===== src/rtl/sponge_pkg.sv =====
// Shared types and helpers for the sponge block packer: FSM state encoding,
// default pad bytes and the pad-word builder.
package sponge_pkg;

  typedef enum logic [1:0] {
    ABSORB = 2'd0,
    PAD    = 2'd1,
    DRAIN  = 2'd2
  } state_t;

  localparam logic [7:0] DEF_PAD_BEGINNING = 8'h1F;
  localparam logic [7:0] DEF_PAD_ENDING    = 8'h80;
  localparam int         MAX_IN_W          = 1024;

  // Pad word for one slot; the caller keeps the low in_width bits.
  function automatic logic [MAX_IN_W-1:0] pad_word(input int unsigned in_width,
                                                   input logic first,
                                                   input logic is_final,
                                                   input logic [7:0] pad_begin,
                                                   input logic [7:0] pad_end);
    logic [MAX_IN_W-1:0] w;
    logic [9:0]          top;
    w   = '0;
    top = 10'(in_width - 8);
    if (first) w[7:0] = pad_begin;
    if (is_final) w[top +: 8] = w[top +: 8] | pad_end;
    return w;
  endfunction

endpackage


===== src/rtl/block_out_reg.sv =====
// One-entry output register for rate blocks. A block is transferred when
// out_valid && out_ready; load is only raised by the packer when can_load=1.
module block_out_reg #(
  parameter int W = 256
) (
  input  logic         clk,
  input  logic         clear_n,
  input  logic         load,
  input  logic [W-1:0] load_block,
  input  logic         load_last,
  input  logic         out_ready,
  output logic [W-1:0] out_block,
  output logic         out_valid,
  output logic         out_last,
  output logic         can_load
);

  // Free when empty or being emptied this cycle, so load and transfer can overlap.
  assign can_load = !out_valid || out_ready;

  always_ff @(posedge clk or negedge clear_n) begin
    if (!clear_n) begin
      out_block <= '0;
      out_valid <= 1'b0;
      out_last  <= 1'b0;
    end else if (load) begin
      out_block <= load_block;
      out_last  <= load_last;
      out_valid <= 1'b1;
    end else if (out_valid && out_ready) begin
      out_valid <= 1'b0;
      out_last  <= 1'b0;
    end
  end

endmodule


===== src/rtl/sponge_block_packer.sv =====
// Packs IN_WIDTH-bit words into OUT_WIDTH-bit sponge rate blocks with a
// double-buffered output. Define SPONGE_PAD_EN to enable multi-rate padding.
module sponge_block_packer
  import sponge_pkg::*;
#(
  parameter int         IN_WIDTH      = 8,
  parameter int         OUT_WIDTH     = 256,
  parameter int         WORDS         = OUT_WIDTH / IN_WIDTH,
  parameter int         CNT_W         = $clog2(WORDS),
  parameter logic [7:0] PAD_BEGINNING = DEF_PAD_BEGINNING,
  parameter logic [7:0] PAD_ENDING    = DEF_PAD_ENDING
) (
  input  logic                 clk,
  input  logic                 clear_n,
  input  logic [IN_WIDTH-1:0]  in_data,
  input  logic                 in_valid,
  input  logic                 in_last,
  output logic                 in_ready,
  output logic [OUT_WIDTH-1:0] out_block,
  output logic                 out_valid,
  output logic                 out_last,
  input  logic                 out_ready,
  output logic                 start_squeeze,
  output logic [1:0]           dbg_state
);

  localparam logic [CNT_W-1:0] LAST_SLOT = CNT_W'(WORDS - 1);

  state_t               state, state_next;
  logic [OUT_WIDTH-1:0] pack, pack_next;
  logic [CNT_W-1:0]     cnt, cnt_next;
  logic                 full, full_next;
  logic                 last_flag, last_next;
  logic                 can_load, move, in_fire, at_end;
  logic                 write, zero_tail;
  logic [IN_WIDTH-1:0]  word;
`ifdef SPONGE_PAD_EN
  logic                 pad_first, pad_first_next;
  logic [MAX_IN_W-1:0]  pw;
`endif

  assign move      = full && can_load;
  assign at_end    = (cnt == LAST_SLOT);
  assign in_ready  = (state == ABSORB) && (!full || can_load);
  assign in_fire   = in_valid && in_ready;
  assign dbg_state = state;

  always_comb begin
    state_next = state;
    cnt_next   = cnt;
    full_next  = full && !move;
    last_next  = last_flag && !move;
    write      = 1'b0;
    zero_tail  = 1'b0;
    word       = '0;
`ifdef SPONGE_PAD_EN
    pad_first_next = pad_first;
    pw             = '0;
`endif
    case (state)
      ABSORB: begin
        if (in_fire) begin
          write    = 1'b1;
          word     = in_data;
          cnt_next = at_end ? '0 : cnt + 1'b1;
          if (at_end) full_next = 1'b1;
          if (in_last) begin
`ifdef SPONGE_PAD_EN
            state_next     = PAD;
            pad_first_next = 1'b1;
`else
            // Zero the unused tail in the same cycle; the block is final as-is.
            zero_tail  = 1'b1;
            full_next  = 1'b1;
            last_next  = 1'b1;
            cnt_next   = '0;
            state_next = DRAIN;
`endif
          end
        end
      end
`ifdef SPONGE_PAD_EN
      PAD: begin
        if (!full || can_load) begin
          pw             = pad_word(IN_WIDTH, pad_first, at_end, PAD_BEGINNING, PAD_ENDING);
          write          = 1'b1;
          word           = pw[IN_WIDTH-1:0];
          pad_first_next = 1'b0;
          cnt_next       = at_end ? '0 : cnt + 1'b1;
          if (at_end) begin
            full_next  = 1'b1;
            last_next  = 1'b1;
            state_next = DRAIN;
          end
        end
      end
`endif
      DRAIN: begin
        if (!full && out_valid && out_ready && out_last) begin
          state_next = ABSORB;
          cnt_next   = '0;
        end
      end
      default: state_next = ABSORB;
    endcase

    pack_next = pack;
    for (int k = 0; k < WORDS; k++) begin
      if (write && (CNT_W'(k) == cnt))
        pack_next[k*IN_WIDTH +: IN_WIDTH] = word;
      else if (zero_tail && (CNT_W'(k) > cnt))
        pack_next[k*IN_WIDTH +: IN_WIDTH] = '0;
    end
  end

  always_ff @(posedge clk or negedge clear_n) begin
    if (!clear_n) begin
      state         <= ABSORB;
      pack          <= '0;
      cnt           <= '0;
      full          <= 1'b0;
      last_flag     <= 1'b0;
      start_squeeze <= 1'b0;
`ifdef SPONGE_PAD_EN
      pad_first     <= 1'b0;
`endif
    end else begin
      state         <= state_next;
      pack          <= pack_next;
      cnt           <= cnt_next;
      full          <= full_next;
      last_flag     <= last_next;
      start_squeeze <= out_valid && out_ready && out_last;
`ifdef SPONGE_PAD_EN
      pad_first     <= pad_first_next;
`endif
    end
  end

  block_out_reg #(.W(OUT_WIDTH)) u_out (
    .clk       (clk),
    .clear_n   (clear_n),
    .load      (move),
    .load_block(pack),
    .load_last (last_flag),
    .out_ready (out_ready),
    .out_block (out_block),
    .out_valid (out_valid),
    .out_last  (out_last),
    .can_load  (can_load)
  );

endmodule


===== config.mk =====
export PLATFORM = sky130hd
export DESIGN_NAME = sponge_block_packer
export DESIGN_NICKNAME = d
export VERILOG_FILES = /design/src/rtl/sponge_pkg.sv /design/src/rtl/block_out_reg.sv /design/src/rtl/sponge_block_packer.sv
export SDC_FILE = /design/constraint.sdc
export NUM_CORES = 1
export LEC_CHECK = 0
export ABC_CLOCK_PERIOD_IN_PS = 2490
export CAP_MARGIN = 20
export CORE_UTILIZATION = 40
export CTS_CLUSTER_SIZE = 16
export DETAILED_ROUTE_END_ITERATION = 8
export PLACE_DENSITY = 0.58
export REMOVE_ABC_BUFFERS = 1
export SYNTH_ARGS = -nofsm -noshare
export SYNTH_HDL_FRONTEND = slang
export SYNTH_SLANG_ARGS = --single-unit
export TNS_END_PERCENT = 1

===== constraint.sdc =====
create_clock -name clk -period 2.49 [get_ports clk]
set_input_delay 0.249 -clock clk [delete_from_list [all_inputs] [get_ports clk]]
set_output_delay 0.249 -clock clk [all_outputs]
set_load 0.02 [all_outputs]

# Word-level counts from Yosys, hierarchy flattened
# Cells that the tools add are included.
[op_classes]
reduce_logical = 117
addsub = 1
n_eq_ne = 36
magnitude_cmp = 32
muxes = 90
[ops]
columns = ["op", "n"]
rows = [
  ["8-bit two-way mux", 66],
  ["5-bit equality test (first input constant)", 16],
  ["5-bit greater-than comparator (first input constant)", 16],
  ["1-bit logical AND", 74],
  ["2-bit nonzero test", 34],
  ["4-bit by 5-bit equality test with 1-bit output (first input constant)", 8],
  ["4-bit by 5-bit greater-than comparator with 1-bit output (first input constant)", 8],
  ["3-bit by 5-bit equality test with 1-bit output (first input constant)", 4],
  ["3-bit by 5-bit greater-than comparator with 1-bit output (first input constant)", 4],
  ["5-bit two-way mux", 4],
  ["1-bit two-way mux", 15],
  ["2-bit by 5-bit equality test with 1-bit output (first input constant)", 2],
  ["1-bit by 5-bit greater-than comparator with 1-bit output (first input constant)", 2],
  ["2-bit by 5-bit greater-than comparator with 1-bit output (first input constant)", 2],
  ["5-bit one-hot mux with 2 select lines", 1],
  ["2-bit two-way mux", 3],
  ["2-bit != test (second input constant)", 3],
  ["3-bit AND reduction", 2],
  ["5-bit by 1-bit adder with 5-bit output (second input constant)", 1],
  ["1-bit by 5-bit equality test with 1-bit output (first input constant)", 1],
  ["5-bit equality test (second input constant)", 1],
  ["5-bit logical NOT", 1],
  ["2-bit one-hot mux with 2 select lines", 1],
  ["1-bit logical NOT", 3],
  ["other kinds (3)", 4],
]
[totals]
inputBits = 13
output_inout_bits = 262
register_bits = 524
word_cells = 316

# Longest topological paths before layout
# Gate-level depths: netlist of run 1.
[logic_depth]
ltp_word = 10
ltp_mapped = 9
mapped_depth_nobuf = 7

# Cells and area by module
# Synthesis of run 1 repeated with hierarchy kept, for this count alone.
[unflattened]
hier_cells = 1308
hier_area_um2 = 20733.6
[modules_own_cells]
columns = ["module", "instances", "cells_each", "seq_area_each_um2", "area_each_um2"]
rows = [
  ["block_out_reg", 1, 548, 6456.2, 10422.5],
  ["sponge_block_packer", 1, 760, 6631.4, 10311.1],
]

# Least setup slack after synthesis of run 1
# Ideal clock, no wire load.
[synth_path]
path_kind = "register -> register"
startpoint = "register cnt[3]"
endpoint = "register pack[248]"
t_required_ps = 2368
path_stages_with_launch = 9
path_buffers = 4
slack_ps = 234
setup_time_ps = 122
arrival_ps = 2135
synth_period_minus_slack_ps = 2256
path_cell_list = "dfrtp_1 > clkbuf_1 > buf_2 > clkbuf_1 > and3_1 > ha_1 > clkbuf_1 > o21ai_1 > a32o_1"
[synth_via]
elab_chain_len = 3
word_cells_on_any_way = 6
classes_between = "order compare: 1; eq/ne: 1; mux: 1; reduce/logical: 3"
[synth_rtl]
columns = ["element", "line", "source"]
rows = [
  ["start, declared", "sponge_block_packer.sv:31", "logic [CNT_W-1:0] cnt, cnt_next;"],
  ["start signal, assigned", "sponge_block_packer.sv:130", "cnt <= cnt_next;"],
  ["5-bit greater-than comparator or 5-bit equality test (tied branches)", "sponge_block_packer.sv:111, sponge_block_packer.sv:109", ""],
  ["1-bit logical AND (on tied branches)", "sponge_block_packer.sv:111, sponge_block_packer.sv:109", ""],
  ["2-bit nonzero test (no source line) or 8-bit two-way mux (tied branches)", "n/a", ""],
  ["end signal, assigned", "sponge_block_packer.sv:129", "pack <= pack_next;"],
  ["end, declared", "sponge_block_packer.sv:30", "logic [OUT_WIDTH-1:0] pack, pack_next;"],
]
# Parallel ways exist; a longest one is shown, timed or not.
# A chain may end at the register's enable or synchronous reset.

# Final worst setup path of run 1
[layout_path]
startpoint = "register cnt[1]"
endpoint = "register pack[163]"
# Same word-level chain as after synthesis.

==> out/results.txt, run 1 <==
Status = finished, final reports clean
Crit path max-delay family = simple AND/OR/NAND/NOR gates
Clock buffer depth = 3
Crit path DAT = 2.83 ns
Core footprint = 0.04895 mm2
Critical Setup Path Class = reg -> reg
Vias/cell = 5.404
Area growth syn-to-layout = 29.66%
Worst-Skew Late Latency = 0.60 ns
Syn Inst Count = 1,344
Worst VDD drop = 522.5 uV
Post-Route WL = 54.66 mm
Slowest cell on crit path = nor2_1
Die H = 224.7 um
H-tree levels = 2
Main synth FF type = dfrtp_1
CP Max Fanout = 10
CP peak stage delay = 0.56 ns
Initial DRC Count = 960
Final hold violation count = 0
GRT Residual Overflow = 0
WL/cell = 23.09 um
Number of synthesized register bits = 523
Gpl congestion = 0.8552
Number of fill cells in the layout = 4,166
Tmin final = 2.318 ns
Initial core utilization = 40.52%
Diodes inserted = 0
Fin crit share = 93.09%
Pwr/cell area = 863.3 mW/mm2
Rows = 81
Clock Tree Root = clkbuf_16
Die X = 224.7 um
CP Launch Point = cnt[1]
First-pass GRT wire length = 83.76 mm
Register-to-register setup slack = 0.17 ns
Mapped Area = 0.01984 mm2
CP startpoint kind = flop
GRT Util Overall = 21.98%
Slew margin rel. = 45.73%
RSZ-0062 raised after global routing = false
Tot Pwr = 22,210 uW
Share of post-route cells with drive strength above 1 = 26.66%
CTS Sinks = 523
Post-CTS Setup Bufs = 0
Worst-path clk slew = 0.06 ns
FMAX = 431.4 MHz
Post-synthesis sequential area ratio = 65.98%
Mean Syn Cell Area = 14.76 um2
Max cap viols = 0
RR Startpoint = cnt[1]
Ports = 275
Reg area = 0.01309 mm2
FF-to-FF path depth = 6
Area of the multi-input gates = 0.006345 mm2
CP Depth = 6
Final nets = 1,678
First-pass DRT Iterations = 5
CP cell instances = inv_1 -> ha_1 -> buf_4 -> nand3_1 -> nor2_1 -> a22o_1
Via Count = 12,792
Worst-margin pin slew = 0.8086 ns
Antenna Nets Post-Route = 0
Number of global-route vias before repair = 13,222
Post-synth EDFFs = 0
LEAKAGE = 0.01241 uW
Full die area = 0.05049 mm2
Cell variety after synth = 47
Req. time, crit path = 3.01 ns
Buf/Inv on CP = 2
Most common cell after layout, fill and taps aside = dfrtp_1
Post-DP Area = 0.02386 mm2
DP Wirelength = 36.21 mm
Drc violations = 0
Min-delay src = in_data[7]
Number of synthesis warnings = 0
CTS tree = done
Most frequent cells in the layout = dfrtp_1, clkdlybuf4s50_1, mux2_2
Setup violations, final = 0
Initial antenna violation count = 1
Final Instance Area = 0.02572 mm2
Fin Clk Skew = 0.02080 ns
Setup crit end kind = flop
Worst min path class = in -> reg
I/O Buffers = 273
FFs w/ async S/R, synth = 100.0%
Pin count of the biggest net entering global routing = 85
Hold Path Stages = 2
TritonCTS buffer count = 54
Slew Limit Fails = 0
## timing repair
action	4_1_cts	5_1_grt
endpoints found under the hold margin	51	0
hold buffers	1	0
resized for setup	0	2
setup endpoints to repair	0	2
## layer usage
metal	up-vias	track usage, %	routed length, um
met5	-	0	13
met4	2	6.035	1114
met3	81	4.598	3081
met2	341	33.18	24790
met1	6747	32.09	25650
li1	5621	-	-
## metrics by stage
step | worst slack (ns) | cells | hold slack (ns) | utilization (%) | setup TNS [ns]
6_report | 0.1719 | 2367 | 0.1671 | 52.54 | 0
5_1_grt | 0.07583 | 2367 | 0.1595 | 52.54 | 0
4_1_cts | 0.02043 | 2367 | 0.1369 | 52.53 | 0
3_5_place_dp | -0.002028 | 2268 | 0.2471 | 48.75 | -0.002028
3_3_place_gp | 0.08989 | 2268 | 0.2512 | 48.75 | 0
2_1_floorplan | -4.360 | 1244 | -0.04659 | - | -1120.28
## cell families after synthesis
group,share of synthesized area [%]
AO/OA/AOI/OAI,13.40
other,0.01890
multiplexers,14.58
flip-flops,65.98
buffers and inverters,2.126
adder cells (fa/ha/maj),0.2523
AND/OR/NAND/NOR,3.640
## final timing paths
kind	to
worst max-delay path	pack[163]
min in group asynchronous	u_out.out_block[64]
worst max register to register	pack[163]
max in group asynchronous	pack[198]
worst min register to register	pack[255]
worst min-delay path	pack[103]
## flip-flops by register name, summed over array words and instances, names as in the netlist
register	cells
start_squeeze	1
last_flag	1
u_out.out_block	256
u_out.out_valid	1
dbg_state	1
pack	256
cnt	5
full	1
u_out.out_last	1
## where the power goes
group	leakage, uW	switching (uW)	internal [uW]
Sequential	0.00722	528	9260
Clock	0.000917	3320	5020
Combinational	0.00427	2230	1850
Total	0.0124	6080	16100
## cell usage after synthesis, types with 2 or more instances
cell type	count	area share, %
clkbuf_1	86	1.6
or3_1	6	0.19
nand3_1	18	0.45
o21ai_1	8	0.20
nand3b_1	2	0.076
buf_2	7	0.18
nor3b_1	2	0.076
a22oi_1	9	0.34
dfrtp_1	523	66
o21ai_0	18	0.45
a22o_1	243	11
a31o_2	3	0.13
a21oi_1	15	0.38
nor2b_1	6	0.19
mux2_2	256	15
nor2_1	16	0.30
buf_1	3	0.057
nand2b_1	8	0.25
nand2_1	35	0.66
and2_1	5	0.16
a32o_1	8	0.40
buf_6	2	0.11
nor3_1	6	0.15
and3_1	16	0.50
nor3_2	5	0.25
inv_1	4	0.076
nor4_1	2	0.063
a21o_1	7	0.26
o221ai_1	2	0.088
a31oi_1	2	0.063
ha_1	4	0.25
buf_4	2	0.076
## cell type report
class | instances | area share (%)
Inverter | 4 | 0.05837
Tap cell | 664 | 3.230
Timing Repair Buffer | 361 | 14.00
Clock buffer | 76 | 6.134
Clock inverter | 22 | 1.022
Sequential cell | 523 | 50.89
Multi-Input combinational cell | 717 | 24.67
Power figures use the tool's default switching activity.
==> run 2: changes to the inputs <==
- REMOVE_ABC_BUFFERS: 1 -> unset
==> run 2 against run 1 <==
Hold slack improved by 0.025 ns. Sequential cell count did not move. Critical path type unchanged. Sequential power rose by 0.4%. Count of clock-buffer cells in the layout rose by 3. Combinational power fell by 2%. Global-route usage rose by 0.19 points. Setup slack improved by 0.069 ns. Cell count did not move. Register-to-register slack improved by 0.07 ns.
==> out/results.txt, run 2 (synthesis results as in run 1) <==
Status = finished, final reports clean
GRT Util Overall = 22.17% (+0.19 points)
Final nets = 1,677 (-0.060%)
Clock Tree Root = clkbuf_16
Setup TNS = 0 ns (unchanged)
Antenna Nets Post-Route = 0 (unchanged)
Fin crit share = 90.34% (-2.8 points)
Initial DRC Count = 903 (-5.9%)
RSZ-0062 raised after global routing = false
Worst VDD drop = 750.8 uV (+44%)
GRT Residual Overflow = 0 (unchanged)
M1 GR Usage = 32.67% (+0.58 points)
TritonCTS buffer count = 54 (unchanged)
Post-Route WL = 54.99 mm (+0.61%)
Worst-margin pin slew = 0.7914 ns (-0.01725 ns)
Reg area = 0.01309 mm2 (about the same)
M2 GR Usage = 33.25% (+0.070 points)
Gpl congestion = 0.8490 (-0.72%)
FMAX = 444.6 MHz (+3.1%)
WL/cell = 23.23 um (+0.61%)
Crit path DAT = 2.72 ns (-0.11 ns)
Pwr/cell area = 867.5 mW/mm2 (+0.48%)
Pin count of the biggest net entering global routing = 71 (-16%)
Initial antenna violation count = 2 (+1)
CP Max Fanout = 10 (unchanged)
Final setup margin = 0.2406 ns (+0.06865 ns)
Area growth syn-to-layout = 29.69% (about the same)
Initial core utilization = 40.52% (unchanged)
Fin Clk Skew = 0.01932 ns (-0.001481 ns)
DP Worst Slack = 0.1435 ns (+0.1455 ns)
Slew margin rel. = 46.89% (+1.2 points)
Die H = 224.7 um (unchanged)
Post-CTS Setup Bufs = 0 (unchanged)
I/O Buffers = 273 (unchanged)
Full die area = 0.05049 mm2 (unchanged)
Diodes inserted = 0 (unchanged)
Req. time, crit path = 2.97 ns (-0.04 ns)
LEAKAGE = 0.01240 uW (about the same)
GR peak layer = met2
Most frequent cells in the layout = dfrtp_1, clkdlybuf4s50_1, mux2_2
Worst min path class = in -> reg
Die X = 224.7 um (unchanged)
Via Count = 12,740 (-0.41%)
CP startpoint kind = flop
Ports = 275 (unchanged)
Slew Limit Fails = 0 (unchanged)
Number of fill cells in the layout = 4,079 (-2.1%)
Core footprint = 0.04895 mm2 (unchanged)
First-pass DRT Iterations = 5 (unchanged)
Net Count, Synth = 1,361
Number of global-route vias before repair = 13,196 (-0.20%)
Drc violations = 0 (unchanged)
Max cap viols = 0 (unchanged)
Setup crit end kind = flop
Area of the multi-input gates = 0.006339 mm2 (about the same)
Largest regs = pack x256, u_out.out_block x256, cnt x5
Vias/cell = 5.382 (-0.41%)
Rows = 81 (unchanged)
CTS Sinks = 523 (unchanged)
First-pass GRT wire length = 84.20 mm (+0.53%)
Grt met3 use = 5.395% (+0.80 points)
CTS tree = done
Clock buffer depth = 3 (unchanged)
Final hold violation count = 0 (unchanged)
Worst-path clk slew = 0.06 ns (about the same)
Setup violations, final = 0 (unchanged)
H-tree levels = 2 (unchanged)
Tmin final = 2.249 ns (-0.06865 ns)
Share of post-route cells with drive strength above 1 = 26.60% (-0.059 points)
Worst-Skew Late Latency = 0.60 ns (about the same)
DP Wirelength = 36.95 mm (+2.0%)
Most common cell after layout, fill and taps aside = dfrtp_1
Critical Setup Path Class = reg -> reg
-- run 2: final timing paths --
check / endpoint / slack (ns) / start / cells past startpoint
worst max register to register: pack[5] / 0.24 / cnt[1] / 6
max in group asynchronous: pack[126] / 1.32 / clear_n / 4
worst min register to register: pack[228] / 0.49 / pack[228] / 1
worst max-delay path: pack[5] / 0.24 / cnt[1] / 6
worst min-delay path: pack[217] / 0.19 / in_data[1] / 2
min in group asynchronous: u_out.out_block[11] / 0.21 / clear_n / 2
-- run 2: worst max-delay path, stage by stage, from the launching register on --
cell and delay, ns:
dfrtp_1 0.51, inv_1 0.21, ha_1 0.38, buf_4 0.24, nand2b_1 0.16, nand3_1 0.31, a22o_1 0.31
-- run 2: routing by layer --
layer,share of wire [%],vias to the layer above
li1,-,5626
met1,47,6717
met2,45,320
met3,6.0,73
met4,1.5,4
met5,0.062,-
-- run 2: through the flow --
| stage | util (%) | instance area [um2] | hold WS (ns) | cells | total power [uW] |
|---|---|---|---|---|---|
| detailed placement | 48.68 | 23830 | 0.2723 | 2267 | 13990 |
| CTS | 52.55 | 25720 | 0.1621 | 2367 | 22560 |
| finish | 52.55 | 25730 | 0.1926 | 2367 | 22320 |
| global placement | 48.68 | 23830 | 0.2713 | 2267 | 13940 |
| floorplan | - | 19840 | -0.04659 | 1344 | 11890 |
| global route | 52.55 | 25730 | 0.1707 | 2367 | 23230 |
-- run 2: layout make-up --
class                      count  area share, %
multi-input combinational    717          24.64
inverter                       4        0.05836
clock buffer                  79          6.167
timing repair buffer         360          13.89
clock inverter                20          1.148
tap                          664          3.229
sequential                   523          50.87
-- run 2: timing repair --
| action | 4_1_cts | 5_1_grt |
|---|---|---|
| setup endpoints to repair | 1 | 1 |
| hold buffers | 1 | 0 |
| endpoints found under the hold margin | 53 | 0 |
| resized for setup | 1 | 1 |
-- run 2: power by group --
part	total [uW]	switching, uW	internal (uW)
logic	3990	2160	1820
registers	9830	566	9260
clock network	8500	3360	5140
total	22300	6090	16200
==> run 3: changes to the inputs <==
- ABC_CLOCK_PERIOD_IN_PS: 2490 -> 2600
- clock period: 2.49 -> 2.6 ns (I/O delays scaled with it)
==> run 3 against run 2 <==
Cell count down 0.59%. Sequential cell count unchanged. Wire length down 0.54%. Sequential share of layout area up 0.48 points. Highest routed layer unchanged. Core utilization shrank 0.49 points. Combinational power is 5% lower. Clock power shrank 8.0%. Total power decreased by 5.8%. Critical path depth is 2 lower. First-iteration DRC count rose by 12%. Count of clock-buffer cells in the layout grew 3. Hold slack worse by 0.014 ns.
==> out/results.txt, run 3 (synthesis results as in run 1) <==
Status = finished, final reports clean
RSZ-0062 raised after global routing = false
GRT Util Overall = 21.90% (-0.27 points)
Comb power frac = 18.0% (about the same)
# resized after CTS = 0 (-1)
Ports = 275 (unchanged)
First-pass DRT Iterations = 5 (unchanged)
Antenna Nets Post-Route = 0 (unchanged)
LEAKAGE = 0.01227 uW (-1.0%)
Most common cell after layout, fill and taps aside = dfrtp_1
H-tree levels = 2 (unchanged)
Number of global-route vias before repair = 13,114 (-0.62%)
CTS Sinks = 523 (unchanged)
Setup TNS = 0 ns (unchanged)
Worst VDD drop = 478.2 uV (-36%)
Final Instance Area = 0.02549 mm2 (-0.93%)
Vias/cell = 5.450 (+1.3%)
Final hold violation count = 0 (unchanged)
WL/cell = 23.24 um (about the same)
Setup violations, final = 0 (unchanged)
I/O Buffers = 273 (unchanged)
Post-DP Area = 0.02367 mm2 (-0.69%)
Net Count, Synth = 1,361 (unchanged)
Clock Tree Root = clkbuf_16
Initial antenna violation count = 2 (unchanged)
Most frequent cells in the layout = dfrtp_1, clkdlybuf4s50_1, mux2_2
M1 GR Usage = 31.78% (-0.89 points)
Die H = 224.7 um (unchanged)
GRT Residual Overflow = 0 (unchanged)
Clk pwr share = 37.2% (-0.9 points)
Pin count of the biggest net entering global routing = 78 (+9.9%)
Final setup margin = 0.1364 ns (-0.1042 ns)
Pwr/cell area = 824.9 mW/mm2 (-4.9%)
Worst min path class = in -> reg
Grt met3 use = 5.617% (+0.22 points)
Initial DRC Count = 1,015 (+12%)
Fin util = 52.07% (-0.49 points)
Fin crit share = 94.75%
Setup crit end kind = output port
Slew margin rel. = 41.92% (-5.0 points)
Drc violations = 0 (unchanged)
Internal power = 15,210 uW (-6.3%)
Switching Fraction = 27.67% (+0.39 points)
CTS tree = done
Hold-fix buffers at CTS = 1 (unchanged)
Register share of total power = 44.8% (+0.8 points)
Largest regs = pack x256, u_out.out_block x256, cnt x5
DP Wirelength = 35.82 mm (-3.1%)
Area growth syn-to-layout = 28.48%
Gpl congestion = 0.8237 (-3.0%)
Post-Route WL = 54.69 mm (-0.54%)
Critical Setup Path Class = reg -> out
TritonCTS buffer count = 55 (+1.9%)
CP startpoint kind = flop
Full die area = 0.05049 mm2 (unchanged)
Final nets = 1,661 (-0.95%)
Slew Limit Fails = 0 (unchanged)
Via Count = 12,823 (+0.65%)
Max cap viols = 0 (unchanged)
Tmin final = 2.464 ns
Rows = 81 (unchanged)
Worst-margin pin slew = 0.8655 ns (+0.07407 ns)
Switching pwr = 5818 uW (-4.5%)
Worst-path clk slew = 0.06 ns (about the same)
Worst hold margin = 0.1788 ns (-0.01377 ns)
FMAX = 405.9 MHz
DP Worst Slack = 0.1883 ns (+0.04481 ns)
GR peak layer = met2
CP Max Fanout = 7 (-3)
M2 GR Usage = 33.16% (-0.090 points)
Fin Clk Skew = 0.01540 ns (-0.003920 ns)
Req. time, crit path = 2.34 ns (-0.63 ns)
Post-CTS Setup Bufs = 0 (unchanged)
Crit path DAT = 2.20 ns (-0.52 ns)
Core footprint = 0.04895 mm2 (unchanged)
Clock buffer depth = 3 (unchanged)
Die X = 224.7 um (unchanged)
Share of post-route cells with drive strength above 1 = 25.77% (-0.83 points)
Initial core utilization = 40.52% (unchanged)
Worst-Skew Late Latency = 0.60 ns (about the same)
First-pass GRT wire length = 83.52 mm (-0.81%)
-- run 3: cell types whose count changed in the layout (fill, tap and decap cells not counted), moves of 2 or more --
cell / previous run / this run
clkinv_2: 7 / 13
inv_6: 2 / 0
clkbuf_16: 55 / 57
buf_4: 68 / 54
clkinv_4: 2 / 0
clkbuf_1: 12 / 14
bufinv_16: 7 / 3
buf_12: 18 / 15
-- run 3: path summary, 6_finish.rpt --
kind	start	endpoint	slack [ns]	depth (start not counted)
worst max register to register	cnt[4]	pack[244]	0.33	4
min in group asynchronous	clear_n	u_out.out_block[14]	0.22	2
worst max-delay path	full	in_ready	0.14	4
max in group asynchronous	clear_n	u_out.out_block[69]	1.41	3
worst min-delay path	in_data[3]	pack[83]	0.18	2
worst min register to register	pack[127]	pack[127]	0.49	1
-- run 3: layout make-up --
| class | count | area, um2 |
|---|---|---|
| antenna | 1 | 2.502 |
| clock buffer | 82 | 1630 |
| clock inverter | 19 | 177.7 |
| fill | 4151 | 23460 |
| inverter | 4 | 15.01 |
| multi-input combinational | 717 | 6335 |
| sequential | 523 | 13090 |
| tap | 664 | 830.8 |
| timing repair buffer | 343 | 3408 |
-- run 3: worst max-delay path: stages, from the launching register on --
cell             delay [ns]
dfrtp_1                0.47
and3b_1                0.21
buf_4                  0.16
nor2_1                 0.09
clkdlybuf4s50_1        0.67
-- run 3: per-stage QoR --
stage	std cells	total power (uW)
after floorplan	1344	11380
after global placement	2250	13320
after detailed placement	2250	13370
after CTS	2352	21270
after global routing	2352	21920
final	2353	21020
-- run 3: metal layers --
layer | vias to the layer above | routed length (um) | share of wire, %
li1 | 5607 | - | -
met1 | 6748 | 25010 | 46
met2 | 392 | 25350 | 46
met3 | 74 | 3561 | 6.5
met4 | 2 | 752 | 1.4
met5 | - | 17 | 0.031
-- run 3: power by group through the flow --
stage | clock [uW] | sequential (uW) | combinational [uW]
floorplan | 0 | 9930 | 1450
global placement | 0 | 9550 | 3780
detailed placement | 0 | 9550 | 3820
CTS | 8020 | 9420 | 3830
global route | 8360 | 9500 | 4060
finish | 7820 | 9410 | 3790
